$ cat src/rtl/stream_rr_arbiter.sv
// Four-input packet-granular round-robin stream merger with a single registered output stage.
// Arbitration is combinational in IDLE; a grant is held in LOCKED until the packet's last beat moves.
module stream_rr_arbiter #(
  parameter int DATA_WIDTH = 128,
  parameter int PORTS      = 4
) (
  input  logic                        clk,
  input  logic                        reset_n,
  input  logic [PORTS-1:0]            dataIn_valid,
  output logic [PORTS-1:0]            dataIn_ready,
  input  logic [PORTS*DATA_WIDTH-1:0] dataIn_payload,
  input  logic [PORTS-1:0]            dataIn_last,
  output logic                        dataOut_valid,
  input  logic                        dataOut_ready,
  output logic [DATA_WIDTH-1:0]       dataOut_payload,
  output logic                        dataOut_last,
  output logic [1:0]                  dataOut_source
);

  typedef enum logic {IDLE = 1'b0, LOCKED = 1'b1} state_t;

  state_t                  state, state_nxt;
  logic [1:0]              ptr, ptr_nxt;
  logic [1:0]              gnt_idx, gnt_idx_nxt;
  logic [2:0]              pick;
  logic [1:0]              winner;
  logic                    any_valid;
  logic [1:0]              grantee;
  logic                    grant_ok;
  logic                    accept;
  logic                    in_xfer;
  logic                    sel_last;
  logic [DATA_WIDTH-1:0]   sel_payload;

  logic                    vld_p0;
  logic                    last_p0;
  logic [1:0]              src_p0;
  logic [DATA_WIDTH-1:0]   data_p0;

  // Returns {found, index}: first set bit of vld searching base, base+1, ... with 2-bit wrap.
  function automatic logic [2:0] rr_pick(input logic [3:0] vld, input logic [1:0] base);
    logic [2:0] res;
    logic [1:0] idx;
    res = {1'b0, base};
    for (int k = 3; k >= 0; k--) begin
      idx = base + 2'(k);
      if (vld[idx]) res = {1'b1, idx};
    end
    return res;
  endfunction

  always_comb begin
    pick        = rr_pick(dataIn_valid, ptr);
    any_valid   = pick[2];
    winner      = pick[1:0];
    grantee     = (state == LOCKED) ? gnt_idx : winner;
    grant_ok    = (state == LOCKED) || any_valid;
    accept      = !vld_p0 || dataOut_ready;
    dataIn_ready = (grant_ok && accept) ? (PORTS'(1) << grantee) : '0;
    in_xfer     = |(dataIn_valid & dataIn_ready);
    sel_last    = dataIn_last[grantee];
    sel_payload = dataIn_payload[grantee*DATA_WIDTH +: DATA_WIDTH];
  end

  always_comb begin
    state_nxt   = state;
    gnt_idx_nxt = gnt_idx;
    ptr_nxt     = ptr;
    case (state)
      IDLE: begin
        if (in_xfer && !sel_last) begin
          state_nxt   = LOCKED;
          gnt_idx_nxt = winner;
        end
      end
      LOCKED: begin
        if (in_xfer && sel_last) state_nxt = IDLE;
      end
      default: state_nxt = IDLE;
    endcase
    // A finished packet moves priority to the port after the one just served.
    if (in_xfer && sel_last) ptr_nxt = grantee + 2'd1;
  end

  always_ff @(posedge clk or negedge reset_n) begin
    if (!reset_n) begin
      state   <= IDLE;
      ptr     <= 2'd0;
      gnt_idx <= 2'd0;
    end else begin
      state   <= state_nxt;
      ptr     <= ptr_nxt;
      gnt_idx <= gnt_idx_nxt;
    end
  end

  // Output stage p0: control fields are reset, payload is not.
  always_ff @(posedge clk or negedge reset_n) begin
    if (!reset_n) begin
      vld_p0  <= 1'b0;
      last_p0 <= 1'b0;
      src_p0  <= 2'd0;
    end else begin
      if (accept) vld_p0 <= in_xfer;
      if (in_xfer) begin
        last_p0 <= sel_last;
        src_p0  <= grantee;
      end
    end
  end

  always_ff @(posedge clk) begin
    if (in_xfer) data_p0 <= sel_payload;
  end

  assign dataOut_valid   = vld_p0;
  assign dataOut_last    = last_p0;
  assign dataOut_source  = src_p0;
  assign dataOut_payload = data_p0;

endmodule

$ cat config.mk
export PLATFORM = sky130hd
export DESIGN_NAME = stream_rr_arbiter
export DESIGN_NICKNAME = d
export VERILOG_FILES = /design/src/rtl/stream_rr_arbiter.sv
export SDC_FILE = /design/constraint.sdc
export NUM_CORES = 1
export LEC_CHECK = 0
export ABC_AREA = 1
export BUFFER_PORTS_ARGS = -buffer_cell sky130_fd_sc_hd__clkbuf_2
export CAP_MARGIN = 40
export CORE_AREA = 4 4 257 259
export DETAILED_ROUTE_END_ITERATION = 16
export DIE_AREA = 0 0 261 263
export GPL_ROUTABILITY_DRIVEN = 0
export PLACE_DENSITY = 0.36
export SYNTH_ARGS = -nofsm -noshare
export SYNTH_HDL_FRONTEND = slang
export SYNTH_SLANG_ARGS = --single-unit
$ cat constraint.sdc
create_clock -name clk -period 4.1 [get_ports clk]
set_clock_uncertainty 0.15 [all_clocks]
set_input_delay 0.205 -clock clk [delete_from_list [all_inputs] [get_ports clk]]
set_output_delay 0.205 -clock clk [all_outputs]
set_load 0.03 [all_outputs]
==> results of run 1 <==
## stage by stage
step / cell area (um2) / setup slack (ns)
global placement: 12500 / 0.874
finish: 15700 / 0.450
floorplan: 8450 / 1.07
CTS: 15700 / 0.293
detailed placement: 12500 / 0.842
global route: 15700 / 0.161
## cell type report
| type | instances | share of cell area |
|---|---|---|
| timing repair buffer | 936 | 0.390 |
| sequential | 137 | 0.259 |
| multi-input combinational | 749 | 0.242 |
| tap | 855 | 0.0681 |
| clock buffer | 17 | 0.0271 |
| clock inverter | 13 | 0.00987 |
| inverter | 18 | 0.00430 |
## power breakdown
part           total, mW  leakage [nW]  switching (mW)  internal [mW]
combinational       9.78          5.16            6.02           3.76
sequential          3.23          1.34           0.290           2.94
clock               1.60         0.282           0.661          0.943
total               14.6          6.78            6.97           7.64
## cells by family after synthesis
family / count (synthesis)
simple gates: 484
compound gates: 265
flops: 137
buf+inv: 103
## sequential cells by signal, summed over array words and instances (netlist names), named ones only
name / count
dataOut_source: 2
dataOut_valid: 1
dataOut_payload: 128
gnt_idx: 2
ptr: 2
dataOut_last: 1
## critical path: stages, from the launching register on
cell           delay [ns]
dfrtp_1              0.54
inv_2                0.12
nand2_1              0.08
nand2_1              0.07
nand2_2              0.11
nand2_2              0.08
nor2_1               0.11
nand2_1              0.12
a21boi_4             0.20
buf_6                0.40
nor2_4               0.09
buf_4                0.35
nand2_1              0.18
o211ai_1             0.10
dlygate4sd3_1        0.57
## routing by layer
| layer | routed length, um | GRT usage | up-vias |
|---|---|---|---|
| li1 | - | - | 5312 |
| met1 | 17800 | 0.145 | 5191 |
| met2 | 23900 | 0.230 | 458 |
| met3 | 3780 | 0.0369 | 80 |
| met4 | 1680 | 0.0605 | 0 |
| met5 | 0 | 0 | - |
## worst min-delay path by stage
stage,slack [ns],end,depth (start not counted),startpoint
5_1_grt,0.02,dataOut_payload[1]$_DFFE_PP_,3,dataIn_payload[1]
6_report,0.03,dataOut_payload[69]$_DFFE_PP_,3,dataIn_payload[453]
3_3_place_gp,-0.06,ptr[0]$_DFFE_PN0P_,1,reset_n
4_1_cts,0.005,dataOut_payload[69]$_DFFE_PP_,3,dataIn_payload[453]
2_1_floorplan,-0.24,asynchronous set/reset pin,0,reset_n
3_5_place_dp,-0.05,dataOut_source[1]$_DFFE_PN0P_,1,reset_n
## cell usage in the layout, fill, tap and decap left out, types with 9 or more instances in the layout
master | Yosys | layout
clkbuf_2 | 0 | 658
dlygate4sd3_1 | 0 | 259
nand2_1 | 183 | 183
nand3_1 | 139 | 139
nor2_1 | 135 | 135
o211ai_1 | 128 | 128
edfxtp_1 | 128 | 128
o21ai_0 | 107 | 107
o21ai_1 | 24 | 24
clkbuf_16 | 0 | 17
inv_1 | 11 | 11
buf_4 | 16 | 10
dfrtp_1 | 9 | 9
## repair_timing
item	in CTS	in global routing
gates resized for setup	0	1
hold endpoints to repair	140	0
hold buffers	259	0
endpoints found under the setup margin	0	1
==> metrics.txt, run 1 <==
# TYPE chip_impl_metric gauge
chip_impl_info{name="status",value="complete, no violations"} 1
chip_impl_metric{name="totalPowerFinal",unit="mW"} 14.6
chip_impl_info{name="cp-end-kind",value="flop"} 1
chip_impl_metric{name="dp_cells",unit=""} 2436
chip_impl_metric{name="postSynthCellCount",unit=""} 989
chip_impl_metric{name="worst_ep_required_time",unit="ns"} 4.16
chip_impl_metric{name="number_of_enable_flip_flop_cells_after_synthesis",unit=""} 128
chip_impl_metric{name="ios",unit=""} 659
chip_impl_info{name="synth.cells.most_frequent",value="nand2_1, nand3_1, nor2_1, edfxtp_1, o211ai_1"} 1
chip_impl_metric{name="yosysTopAreaCellShare",unit=""} 0.455
chip_impl_metric{name="synth_async_sr_flop_share",unit=""} 0.0657
chip_impl_metric{name="initial_antenna_violation_count",unit=""} 1
chip_impl_metric{name="hold_slack",unit="ns"} 0.0253
chip_impl_metric{name="timing.max_cap.violations",unit=""} 0
chip_impl_metric{name="vias_per_cell",unit=""} 4.05
chip_impl_metric{name="die_height",unit="um"} 263
chip_impl_metric{name="mappedNetlistNets",unit=""} 1512
chip_impl_metric{name="finalSetupTns",unit="ns"} 0
chip_impl_info{name="timing_worst_setup_path_type",value="reg -> reg"} 1
chip_impl_metric{name="worstSkewPairLatency",unit="ns"} 0.47
chip_impl_metric{name="tightestPinTransition",unit="ns"} 0.844
chip_impl_metric{name="synth_compound_area_frac",unit=""} 0.198
chip_impl_metric{name="min_period",unit="ns"} 3.65
chip_impl_metric{name="layoutNonFillerInstCount",unit=""} 2725
chip_impl_metric{name="power.static_leakage",unit="nW"} 6.78
chip_impl_metric{name="drt-initial-drc-count",unit=""} 576
chip_impl_metric{name="floorplan.initialDensity",unit=""} 0.132
chip_impl_metric{name="core_area",unit="mm2"} 0.0639
chip_impl_metric{name="final_core_utilization",unit=""} 0.246
chip_impl_info{name="worstReg2RegEnd",value="dataOut_payload[66]$_DFFE_PP_"} 1
chip_impl_info{name="yosysTopAreaCell",value="edfxtp_1"} 1
chip_impl_metric{name="rr_worst_depth",unit=""} 14
chip_impl_metric{name="final_net_count",unit=""} 2382
chip_impl_metric{name="slew-limit-headroom",unit=""} 0.437
chip_impl_metric{name="routed-via-count",unit=""} 11000
chip_impl_metric{name="avgRoutedWirePerCell",unit="um"} 17.3
chip_impl_info{name="r2r_start",value="ptr[0]$_DFFE_PN0P_"} 1
chip_impl_metric{name="port_buffers",unit=""} 658
chip_impl_metric{name="track_usage",unit=""} 0.131
chip_impl_metric{name="clkSlewWorstSetupHoldPaths",unit="ns"} 0.06
chip_impl_metric{name="worstPathArrival",unit="ns"} 3.71
chip_impl_metric{name="synth_area_in_simple_gates",unit=""} 0.249
chip_impl_metric{name="synth-seq-cells",unit=""} 137
chip_impl_metric{name="path_max_fanout",unit=""} 66
chip_impl_metric{name="drt.antenna.violating_nets",unit=""} 0
chip_impl_metric{name="finalSetupViolations",unit=""} 0
chip_impl_info{name="main_combinational_cell_family_by_area_after_synthesis",value="simple AND/OR/NAND/NOR gates"} 1
chip_impl_metric{name="vdd.ir_drop.worst",unit="V"} 0.000809
chip_impl_metric{name="area_of_the_die",unit="mm2"} 0.0686
chip_impl_metric{name="h-tree-depth",unit=""} 4
chip_impl_metric{name="synthAdderAreaFrac",unit=""} 0
chip_impl_info{name="synth-main-ff-cell",value="edfxtp_1"} 1
chip_impl_metric{name="final.fill_count",unit=""} 6999
chip_impl_info{name="startpoint",value="ptr[0]$_DFFE_PN0P_"} 1
chip_impl_metric{name="tritoncts.num_buffers",unit=""} 17
chip_impl_metric{name="dp_hpwl",unit="mm"} 35.5
chip_impl_metric{name="synthToLayoutAreaGrowth",unit="%"} 86.1
chip_impl_metric{name="dr.pass1.iters",unit=""} 5
chip_impl_metric{name="clockBufferDepth",unit=""} 2
chip_impl_metric{name="syn_area_per_cell",unit="um2"} 8.54
chip_impl_metric{name="timing_hold_violations_final",unit=""} 0
chip_impl_info{name="cts.root.buffer_cell",value="clkbuf_16"} 1
chip_impl_metric{name="drv_slew",unit=""} 0
chip_impl_metric{name="gr-total-overflow",unit=""} 0
chip_impl_metric{name="n_antenna_cell",unit=""} 0
chip_impl_metric{name="post-route-drc-count",unit=""} 0
chip_impl_info{name="worstHoldPathType",value="in -> reg"} 1
chip_impl_metric{name="total_clock_sinks",unit=""} 137
chip_impl_info{name="cts_tree",value="built"} 1
chip_impl_metric{name="share_of_the_synthesized_netlist_area_taken_by_xor_and_xnor_gates",unit=""} 0
chip_impl_metric{name="finalCritPeriodShare",unit=""} 0.890
chip_impl_metric{name="combined_flip_flop_and_latch_cell_area",unit="mm2"} 0.00407
chip_impl_metric{name="die_w",unit="um"} 261
chip_impl_metric{name="drt_wl_total",unit="mm"} 47.2
chip_impl_info{name="start_kind",value="flop"} 1
chip_impl_info{name="rsz0062_at_grt",value="no"} 1
chip_impl_info{name="worst_setup_path_endpoint",value="dataOut_payload[66]$_DFFE_PP_"} 1
chip_impl_metric{name="power_density",unit="mW/mm2"} 930
chip_impl_metric{name="drive_gt1_frac",unit=""} 0.393
chip_impl_metric{name="first_global_vias",unit=""} 11500
chip_impl_metric{name="r2r_setup_slack",unit="ns"} 0.45
chip_impl_metric{name="rows",unit=""} 93
chip_impl_metric{name="maxClockFrequency",unit="GHz"} 0.274
chip_impl_info{name="netlist_top_cells_area",value="edfxtp_1, o211ai_1, nand3_1"} 1
chip_impl_metric{name="cts_setup_buffers",unit=""} 0
chip_impl_metric{name="yosys_warnings",unit=""} 0
chip_impl_metric{name="mappedNetlistArea",unit="mm2"} 0.00845
chip_impl_metric{name="grt_first_pass_wirelength",unit="mm"} 68.5
chip_impl_metric{name="grt_start_max_net_pins",unit=""} 134
chip_impl_metric{name="synth_sequential_area_ratio",unit=""} 0.482
chip_impl_metric{name="netlist-cell-type-count",unit=""} 30
chip_impl_metric{name="multiInputGateArea",unit="mm2"} 0.00380
chip_impl_info{name="yosys.cell_count.top_type",value="nand2_1"} 1
chip_impl_metric{name="post_synth_mux_area_share",unit=""} 0
No activity file was read; power rests on OpenSTA's default activity.
==> run 2, diff against run 1 <==
- REMOVE_ABC_BUFFERS: unset -> 1
==> metrics.txt, run 2 (synthesis gave the netlist of run 1 again) <==
# TYPE chip_impl_metric gauge
chip_impl_metric{name="drt-initial-drc-count",unit=""} 560
chip_impl_metric{name="drt_wl_total",unit="mm"} 44.6
chip_impl_metric{name="flip_flop_count_of_the_largest_register_after_layout",unit=""} 128
chip_impl_metric{name="grt_start_max_net_pins",unit=""} 132
chip_impl_info{name="rsz0062_at_grt",value="no"} 1
chip_impl_metric{name="min_period",unit="ns"} 3.76
chip_impl_metric{name="total_clock_sinks",unit=""} 137
chip_impl_metric{name="floorplan.initialDensity",unit=""} 0.132
chip_impl_metric{name="vias_per_cell",unit=""} 4.02
chip_impl_metric{name="grt_first_pass_wirelength",unit="mm"} 64.7
chip_impl_metric{name="n_antenna_cell",unit=""} 0
chip_impl_metric{name="final_core_utilization",unit=""} 0.248
chip_impl_metric{name="layoutNonFillerInstCount",unit=""} 2734
chip_impl_metric{name="worst_ep_required_time",unit="ns"} 4.14
chip_impl_metric{name="clkSlewWorstSetupHoldPaths",unit="ns"} 0.06
chip_impl_metric{name="worstSkewPairLatency",unit="ns"} 0.45
chip_impl_metric{name="path_max_fanout",unit=""} 131
chip_impl_info{name="worstHoldPathType",value="in -> reg"} 1
chip_impl_metric{name="area_of_the_die",unit="mm2"} 0.0686
chip_impl_metric{name="finalCritPeriodShare",unit=""} 0.916
chip_impl_info{name="status",value="complete, no violations"} 1
chip_impl_metric{name="dp_cells",unit=""} 2441
chip_impl_metric{name="drive_gt1_frac",unit=""} 0.395
chip_impl_metric{name="placement.setup.worst_slack",unit="ns"} 0.829
chip_impl_info{name="mostFrequentLayoutCell",value="clkbuf_2"} 1
chip_impl_metric{name="timing_hold_violations_final",unit=""} 0
chip_impl_info{name="timing.critical_path.max_delay_family",value="buffers and inverters"} 1
chip_impl_metric{name="timing.max_cap.violations",unit=""} 0
chip_impl_info{name="cts_tree",value="built"} 1
chip_impl_info{name="start_kind",value="flop"} 1
chip_impl_metric{name="dp_hpwl",unit="mm"} 34.1
chip_impl_metric{name="die_height",unit="um"} 263
chip_impl_metric{name="core_area",unit="mm2"} 0.0639
chip_impl_metric{name="first_global_vias",unit=""} 11200
chip_impl_metric{name="ios",unit=""} 659
chip_impl_metric{name="clockBufferDepth",unit=""} 2
chip_impl_metric{name="vdd.ir_drop.worst",unit="V"} 0.000485
chip_impl_metric{name="worstPathArrival",unit="ns"} 3.80
chip_impl_metric{name="gr-total-overflow",unit=""} 0
chip_impl_info{name="crit_path_cell_trace",value="inv_2 -> nand2_1 -> nand2_1 -> nand2_1 -> nand2_2 -> nor2_1 -> nand2_1 -> a21boi_4 -> buf_12 -> nor2_4 -> buf_4 -> nand2_1 -> o211ai_1 -> dlygate4sd3_1"} 1
chip_impl_metric{name="h-tree-depth",unit=""} 4
chip_impl_metric{name="avgRoutedWirePerCell",unit="um"} 16.3
chip_impl_metric{name="routed-via-count",unit=""} 11000
chip_impl_metric{name="die_w",unit="um"} 261
chip_impl_metric{name="drt.antenna.violating_nets",unit=""} 0
chip_impl_metric{name="track_usage",unit=""} 0.122
chip_impl_metric{name="initial_antenna_violation_count",unit=""} 1
chip_impl_metric{name="worst_path_largest_cell_delay",unit="ns"} 0.57
chip_impl_info{name="timing_worst_setup_path_type",value="reg -> reg"} 1
chip_impl_metric{name="finalSetupViolations",unit=""} 0
chip_impl_metric{name="post-route-drc-count",unit=""} 0
chip_impl_metric{name="final.fill_count",unit=""} 7008
chip_impl_metric{name="dr.pass1.iters",unit=""} 5
chip_impl_metric{name="slew-limit-headroom",unit=""} 0.449
chip_impl_metric{name="tightestPinTransition",unit="ns"} 0.826
chip_impl_metric{name="maxClockFrequency",unit="GHz"} 0.266
chip_impl_metric{name="rows",unit=""} 93
chip_impl_metric{name="power_density",unit="mW/mm2"} 933
chip_impl_info{name="crit_slowest_cell",value="dlygate4sd3_1"} 1
chip_impl_metric{name="setup_ws",unit="ns"} 0.344
chip_impl_metric{name="synthToLayoutAreaGrowth",unit="%"} 87.5
chip_impl_metric{name="final_net_count",unit=""} 2389
chip_impl_metric{name="cts_setup_buffers",unit=""} 0
chip_impl_info{name="mostFrequentLayoutCells",value="clkbuf_2, dlygate4sd3_1, nand2_1"} 1
chip_impl_metric{name="tritoncts.num_buffers",unit=""} 17
chip_impl_metric{name="port_buffers",unit=""} 658
chip_impl_info{name="cts.root.buffer_cell",value="clkbuf_16"} 1
chip_impl_info{name="worst_path_most_repeated_cell",value="nand2_1"} 1
chip_impl_metric{name="critical_path.n_buffers_inverters",unit=""} 4
chip_impl_info{name="cp-end-kind",value="flop"} 1
chip_impl_metric{name="drv_slew",unit=""} 0
chip_impl_metric{name="hold_slack",unit="ns"} 0.0674
chip_impl_metric{name="power.static_leakage",unit="nW"} 6.84
## run 2: changes by cell type in the layout (fill, tap and decap cells not counted)
cell           delta
buf_4             +6
clkinv_2          -3
bufinv_16         +2
dlygate4sd3_1     +2
buf_6             -1
clkbuf_1          +1
clkinv_1          -1
clkinv_4          +1
clkinvlp_4        +1
inv_6             +1
## run 2: worst paths after layout
kind | start | endpoint | slack (ns) | depth (start not counted)
worst max-delay path | ptr[0]$_DFFE_PN0P_ | dataOut_payload[14]$_DFFE_PP_ | 0.34 | 14
worst min-delay path | dataIn_valid[1] | dataOut_valid$_DFFE_PN0N_ | 0.07 | 5
worst max register to register | ptr[0]$_DFFE_PN0P_ | dataOut_payload[14]$_DFFE_PP_ | 0.34 | 14
worst min register to register | dataOut_source[0]$_DFFE_PN0P_ | dataOut_source[0]$_DFFE_PN0P_ | 0.34 | 2
max in group asynchronous | reset_n | gnt_idx[0]$_DFFE_PN0P_ | 2.80 | 3
min in group asynchronous | reset_n | dataOut_valid$_DFFE_PN0N_ | 0.66 | 3
## run 2: power breakdown
part / switching (mW) / leakage (nW) / internal (mW) / total (mW)
clock network: 0.653 / 0.307 / 1.08 / 1.74
registers: 0.257 / 1.34 / 2.94 / 3.20
logic: 6.02 / 5.20 / 3.83 / 9.85
total: 6.93 / 6.84 / 7.85 / 14.8
## run 2: per-stage QoR
| step | instance area [um2] | power [mW] | setup TNS [ns] |
|---|---|---|---|
| 5_1_grt | 15800 | 15.9 | 0 |
| 6_report | 15800 | 14.8 | 0 |
| 3_3_place_gp | 12600 | 11.5 | 0 |
| 2_1_floorplan | 7910 | 8.22 | -180.29 |
| 4_1_cts | 15800 | 15.1 | 0 |
| 3_5_place_dp | 12600 | 11.4 | 0 |
## run 2: layer usage
| layer | vias to the layer above | global-route usage | part of all wire |
|---|---|---|---|
| li1 | 5332 | - | - |
| met1 | 5135 | 0.138 | 0.39 |
| met2 | 474 | 0.219 | 0.51 |
| met3 | 58 | 0.0345 | 0.079 |
| met4 | 0 | 0.0450 | 0.027 |
| met5 | - | 0 | 0 |
## run 2: repair_timing
action	4_1_cts	5_1_grt
endpoints found under the hold margin	139	0
hold buffers	261	0
resized for setup	0	0
## run 2: area by class of cell
class,instances,area [um2],area share
clock buffers,18,429,0.0271
clock inverters,14,221,0.0140
inverters,18,67.6,0.00426
multi-input cells,749,3800,0.240
flip-flops and latches,137,4070,0.257
well taps,855,1070,0.0675
repair buffers,943,6190,0.390
## run 2: worst min-delay path: stages
cell	delay, ns
clkbuf_2	0.13
nand2_1	0.06
nand2_1	0.09
nor2_4	0.06
o21ai_0	0.08
==> run 3, diff against run 2 <==
- ABC_AREA: 1 -> 0
- CORE_AREA: 4 4 257 259 -> 4 4 258 260
- DIE_AREA: 0 0 261 263 -> 0 0 262 264
- PLACE_DENSITY: 0.36 -> 0.35
==> metrics.txt, run 3 <==
# TYPE chip_impl_metric gauge
chip_impl_info{name="status",value="complete, no violations"} 1
chip_impl_metric{name="core_area",unit="mm2"} 0.0641
chip_impl_metric{name="die_height",unit="um"} 264
chip_impl_info{name="synth.cells.most_frequent",value="nand2_1, a31oi_1, and3_1, edfxtp_1, buf_2"} 1
chip_impl_metric{name="mappedNetlistArea",unit="mm2"} 0.00850
chip_impl_metric{name="clockBufferDepth",unit=""} 2
chip_impl_info{name="hold_path_startpoint",value="dataIn_payload[139]"} 1
chip_impl_metric{name="track_usage",unit=""} 0.124
chip_impl_metric{name="flip_flop_count_of_the_largest_register_after_layout",unit=""} 128
chip_impl_info{name="startpoint",value="ptr[1]$_DFFE_PN0P_"} 1
chip_impl_info{name="rsz0062_at_grt",value="no"} 1
chip_impl_info{name="crit_path_cell_trace",value="inv_1 -> a21oi_1 -> o211ai_2 -> o21a_4 -> buf_12 -> nand2_1 -> and3_1 -> a31oi_1 -> dlygate4sd3_1"} 1
chip_impl_metric{name="yosysTopAreaCellShare",unit=""} 0.452
chip_impl_metric{name="setup_ws",unit="ns"} 0.480
chip_impl_info{name="crit_slowest_cell",value="dlygate4sd3_1"} 1
chip_impl_metric{name="timing.max_cap.violations",unit=""} 0
chip_impl_metric{name="netlist-cell-type-count",unit=""} 36
chip_impl_metric{name="cts_setup_buffers",unit=""} 0
chip_impl_info{name="mostFrequentLayoutCell",value="clkbuf_2"} 1
chip_impl_metric{name="clkSlewWorstSetupHoldPaths",unit="ns"} 0.06
chip_impl_metric{name="vdd.ir_drop.worst",unit="V"} 0.000505
chip_impl_metric{name="rows",unit=""} 93
chip_impl_metric{name="synth-seq-cells",unit=""} 137
chip_impl_metric{name="area_of_the_die",unit="mm2"} 0.0692
chip_impl_metric{name="drt_wl_total",unit="mm"} 45.4
chip_impl_info{name="worstHoldPathType",value="in -> reg"} 1
chip_impl_metric{name="worstPathArrival",unit="ns"} 3.80
chip_impl_metric{name="drt.antenna.violating_nets",unit=""} 0
chip_impl_metric{name="totalPowerFinal",unit="mW"} 14.0
chip_impl_info{name="worstReg2RegEnd",value="dataOut_payload[28]$_DFFE_PP_"} 1
chip_impl_metric{name="min_period",unit="ns"} 3.62
chip_impl_metric{name="placement.setup.worst_slack",unit="ns"} 1.03
chip_impl_metric{name="vias_per_cell",unit=""} 3.96
chip_impl_metric{name="cts_resized",unit=""} 0
chip_impl_metric{name="power.static_leakage",unit="nW"} 7.72
chip_impl_metric{name="syn_area_per_cell",unit="um2"} 7.94
chip_impl_metric{name="worst_ep_required_time",unit="ns"} 4.28
chip_impl_metric{name="first_global_vias",unit=""} 11600
chip_impl_metric{name="total_clock_sinks",unit=""} 137
chip_impl_metric{name="grt_first_pass_wirelength",unit="mm"} 65.7
chip_impl_metric{name="finalSetupViolations",unit=""} 0
chip_impl_metric{name="post-route-drc-count",unit=""} 0
chip_impl_metric{name="finalSetupTns",unit="ns"} 0
chip_impl_info{name="mostFrequentLayoutCells",value="clkbuf_2, nand2_1, dlygate4sd3_1"} 1
chip_impl_info{name="holdPathEnd",value="dataOut_payload[11]$_DFFE_PP_"} 1
chip_impl_info{name="cts_tree",value="built"} 1
chip_impl_metric{name="h-tree-depth",unit=""} 4
chip_impl_metric{name="synth_sequential_area_ratio",unit=""} 0.479
chip_impl_metric{name="worstSkewPairLatency",unit="ns"} 0.46
chip_impl_metric{name="final_net_count",unit=""} 2455
chip_impl_metric{name="worst_path_largest_cell_delay",unit="ns"} 0.58
chip_impl_metric{name="r2r_setup_slack",unit="ns"} 0.48
chip_impl_info{name="yosys.cell_count.top_type",value="nand2_1"} 1
chip_impl_metric{name="drive_gt1_frac",unit=""} 0.367
chip_impl_metric{name="avgRoutedWirePerCell",unit="um"} 16.2
chip_impl_metric{name="rr_worst_depth",unit=""} 9
chip_impl_metric{name="floorplan.initialDensity",unit=""} 0.133
chip_impl_metric{name="synthToLayoutAreaGrowth",unit="%"} 87.0
chip_impl_metric{name="power_density",unit="mW/mm2"} 880
chip_impl_metric{name="yosys_warnings",unit=""} 0
chip_impl_metric{name="port_buffers",unit=""} 658
chip_impl_metric{name="dp_hpwl",unit="mm"} 34.6
chip_impl_metric{name="routed-via-count",unit=""} 11100
chip_impl_info{name="r2r_start",value="ptr[1]$_DFFE_PN0P_"} 1
chip_impl_metric{name="final.fill_count",unit=""} 7113
chip_impl_metric{name="number_of_enable_flip_flop_cells_after_synthesis",unit=""} 128
chip_impl_metric{name="gr-total-overflow",unit=""} 0
chip_impl_metric{name="tightestPinTransition",unit="ns"} 0.902
chip_impl_metric{name="synth_async_sr_flop_share",unit=""} 0.0657
chip_impl_metric{name="grt_start_max_net_pins",unit=""} 139
chip_impl_info{name="netlist_top_cells_area",value="edfxtp_1, nand2_1, a31oi_1"} 1
chip_impl_info{name="cp-end-kind",value="flop"} 1
chip_impl_metric{name="timing_hold_violations_final",unit=""} 0
chip_impl_metric{name="timing.hold.worst_path_depth",unit=""} 3
chip_impl_info{name="yosysTopAreaCell",value="edfxtp_1"} 1
chip_impl_metric{name="maxClockFrequency",unit="GHz"} 0.276
chip_impl_metric{name="slew-limit-headroom",unit=""} 0.399
chip_impl_info{name="timing_worst_setup_path_type",value="reg -> reg"} 1
chip_impl_info{name="synth-main-ff-cell",value="edfxtp_1"} 1
chip_impl_metric{name="dr.pass1.iters",unit=""} 5
chip_impl_metric{name="die_w",unit="um"} 262
chip_impl_metric{name="finalCritPeriodShare",unit=""} 0.883
chip_impl_info{name="cts.root.buffer_cell",value="clkbuf_16"} 1
chip_impl_metric{name="tritoncts.num_buffers",unit=""} 17
chip_impl_metric{name="ios",unit=""} 659
chip_impl_info{name="start_kind",value="flop"} 1
chip_impl_metric{name="postSynthCellCount",unit=""} 1070
chip_impl_metric{name="initial_antenna_violation_count",unit=""} 3
chip_impl_metric{name="drt-initial-drc-count",unit=""} 503
chip_impl_metric{name="path_max_fanout",unit=""} 138
chip_impl_metric{name="drv_slew",unit=""} 0
[run 3: cell types whose count changed after synthesis, moves of 6 or more]
cell | previous run | this run
nand2_2 | 7 | 0
buf_4 | 16 | 2
nor2_1 | 135 | 10
nand3_1 | 139 | 0
clkbuf_1 | 5 | 36
nand2_1 | 183 | 519
buf_6 | 13 | 0
a31oi_1 | 0 | 129
o211ai_1 | 128 | 0
o21ai_1 | 24 | 5
inv_2 | 6 | 0
o21ai_0 | 107 | 4
and3_1 | 0 | 128
[run 3: per-layer routing]
layer  track usage  vias to the layer above  part of all wire
met5             0                        -                 0
met4        0.0466                        0             0.026
met3        0.0317                       55             0.070
met2         0.228                      393              0.52
met1         0.135                     5199              0.38
li1              -                     5449                 -
[run 3: cells by family after synthesis]
kind of cell           share of synthesized area
buffers and inverters                     0.0493
flip-flops                                 0.479
AND/OR/NAND/NOR                            0.337
multiplexers                             0.00854
AO/OA/AOI/OAI                              0.126
[run 3: critical path: cells and delay by family (launching register included)]
| family | cells | cell delay [ns] |
|---|---|---|
| buf+inv | 3 | 1.16 |
| compound gates | 4 | 1.09 |
| flops | 1 | 0.45 |
| simple gates | 2 | 0.39 |
[run 3: cell type report]
class | instances | area (um2) | share of cell area
Antenna cell | 1 | 2.50 | 0.000158
Clock buffer | 18 | 429 | 0.0270
Clock inverter | 13 | 203 | 0.0128
Inverter | 6 | 27.5 | 0.00173
Multi-Input combinational cell | 839 | 4030 | 0.254
Sequential cell | 137 | 4070 | 0.256
Tap cell | 855 | 1070 | 0.0673
Timing Repair Buffer | 931 | 6050 | 0.381
[run 3: worst max path at each step]
| stage | slack (ns) | to | depth (start not counted) |
|---|---|---|---|
| after floorplan | -4.66 | dataOut_payload[0]$_DFFE_PP_ | 6 |
| after global placement | 1.0 | dataOut_payload[31]$_DFFE_PP_ | 9 |
| after detailed placement | 1.03 | dataOut_payload[31]$_DFFE_PP_ | 9 |
| after CTS | 0.51 | dataOut_payload[28]$_DFFE_PP_ | 9 |
| after global routing | 0.26 | dataOut_payload[28]$_DFFE_PP_ | 9 |
| final | 0.48 | dataOut_payload[28]$_DFFE_PP_ | 9 |
[run 3: power breakdown]
group,internal (mW),switching (mW),total [mW]
combinational,3.60,5.54,9.15
sequential,2.85,0.276,3.13
clock,1.07,0.641,1.71
total,7.52,6.46,14.0
[run 3: what timing repair did]
| action | CTS | global route |
|---|---|---|
| hold buffers | 259 | 0 |
| hold endpoints to repair | 139 | 0 |
| setup endpoints to repair | 0 | 0 |
[run 3: through the flow]
| step | instance area (um2) | hold slack, ns | utilization | cells |
|---|---|---|---|---|
| floorplan | 8100 | -0.241 | - | 982 |
| global placement | 12700 | -0.0575 | 0.197 | 2509 |
| detailed placement | 12700 | -0.0575 | 0.197 | 2509 |
| CTS | 15900 | 0.0189 | 0.248 | 2799 |
| global route | 15900 | 0.0337 | 0.248 | 2799 |
| finish | 15900 | 0.0485 | 0.248 | 2800 |
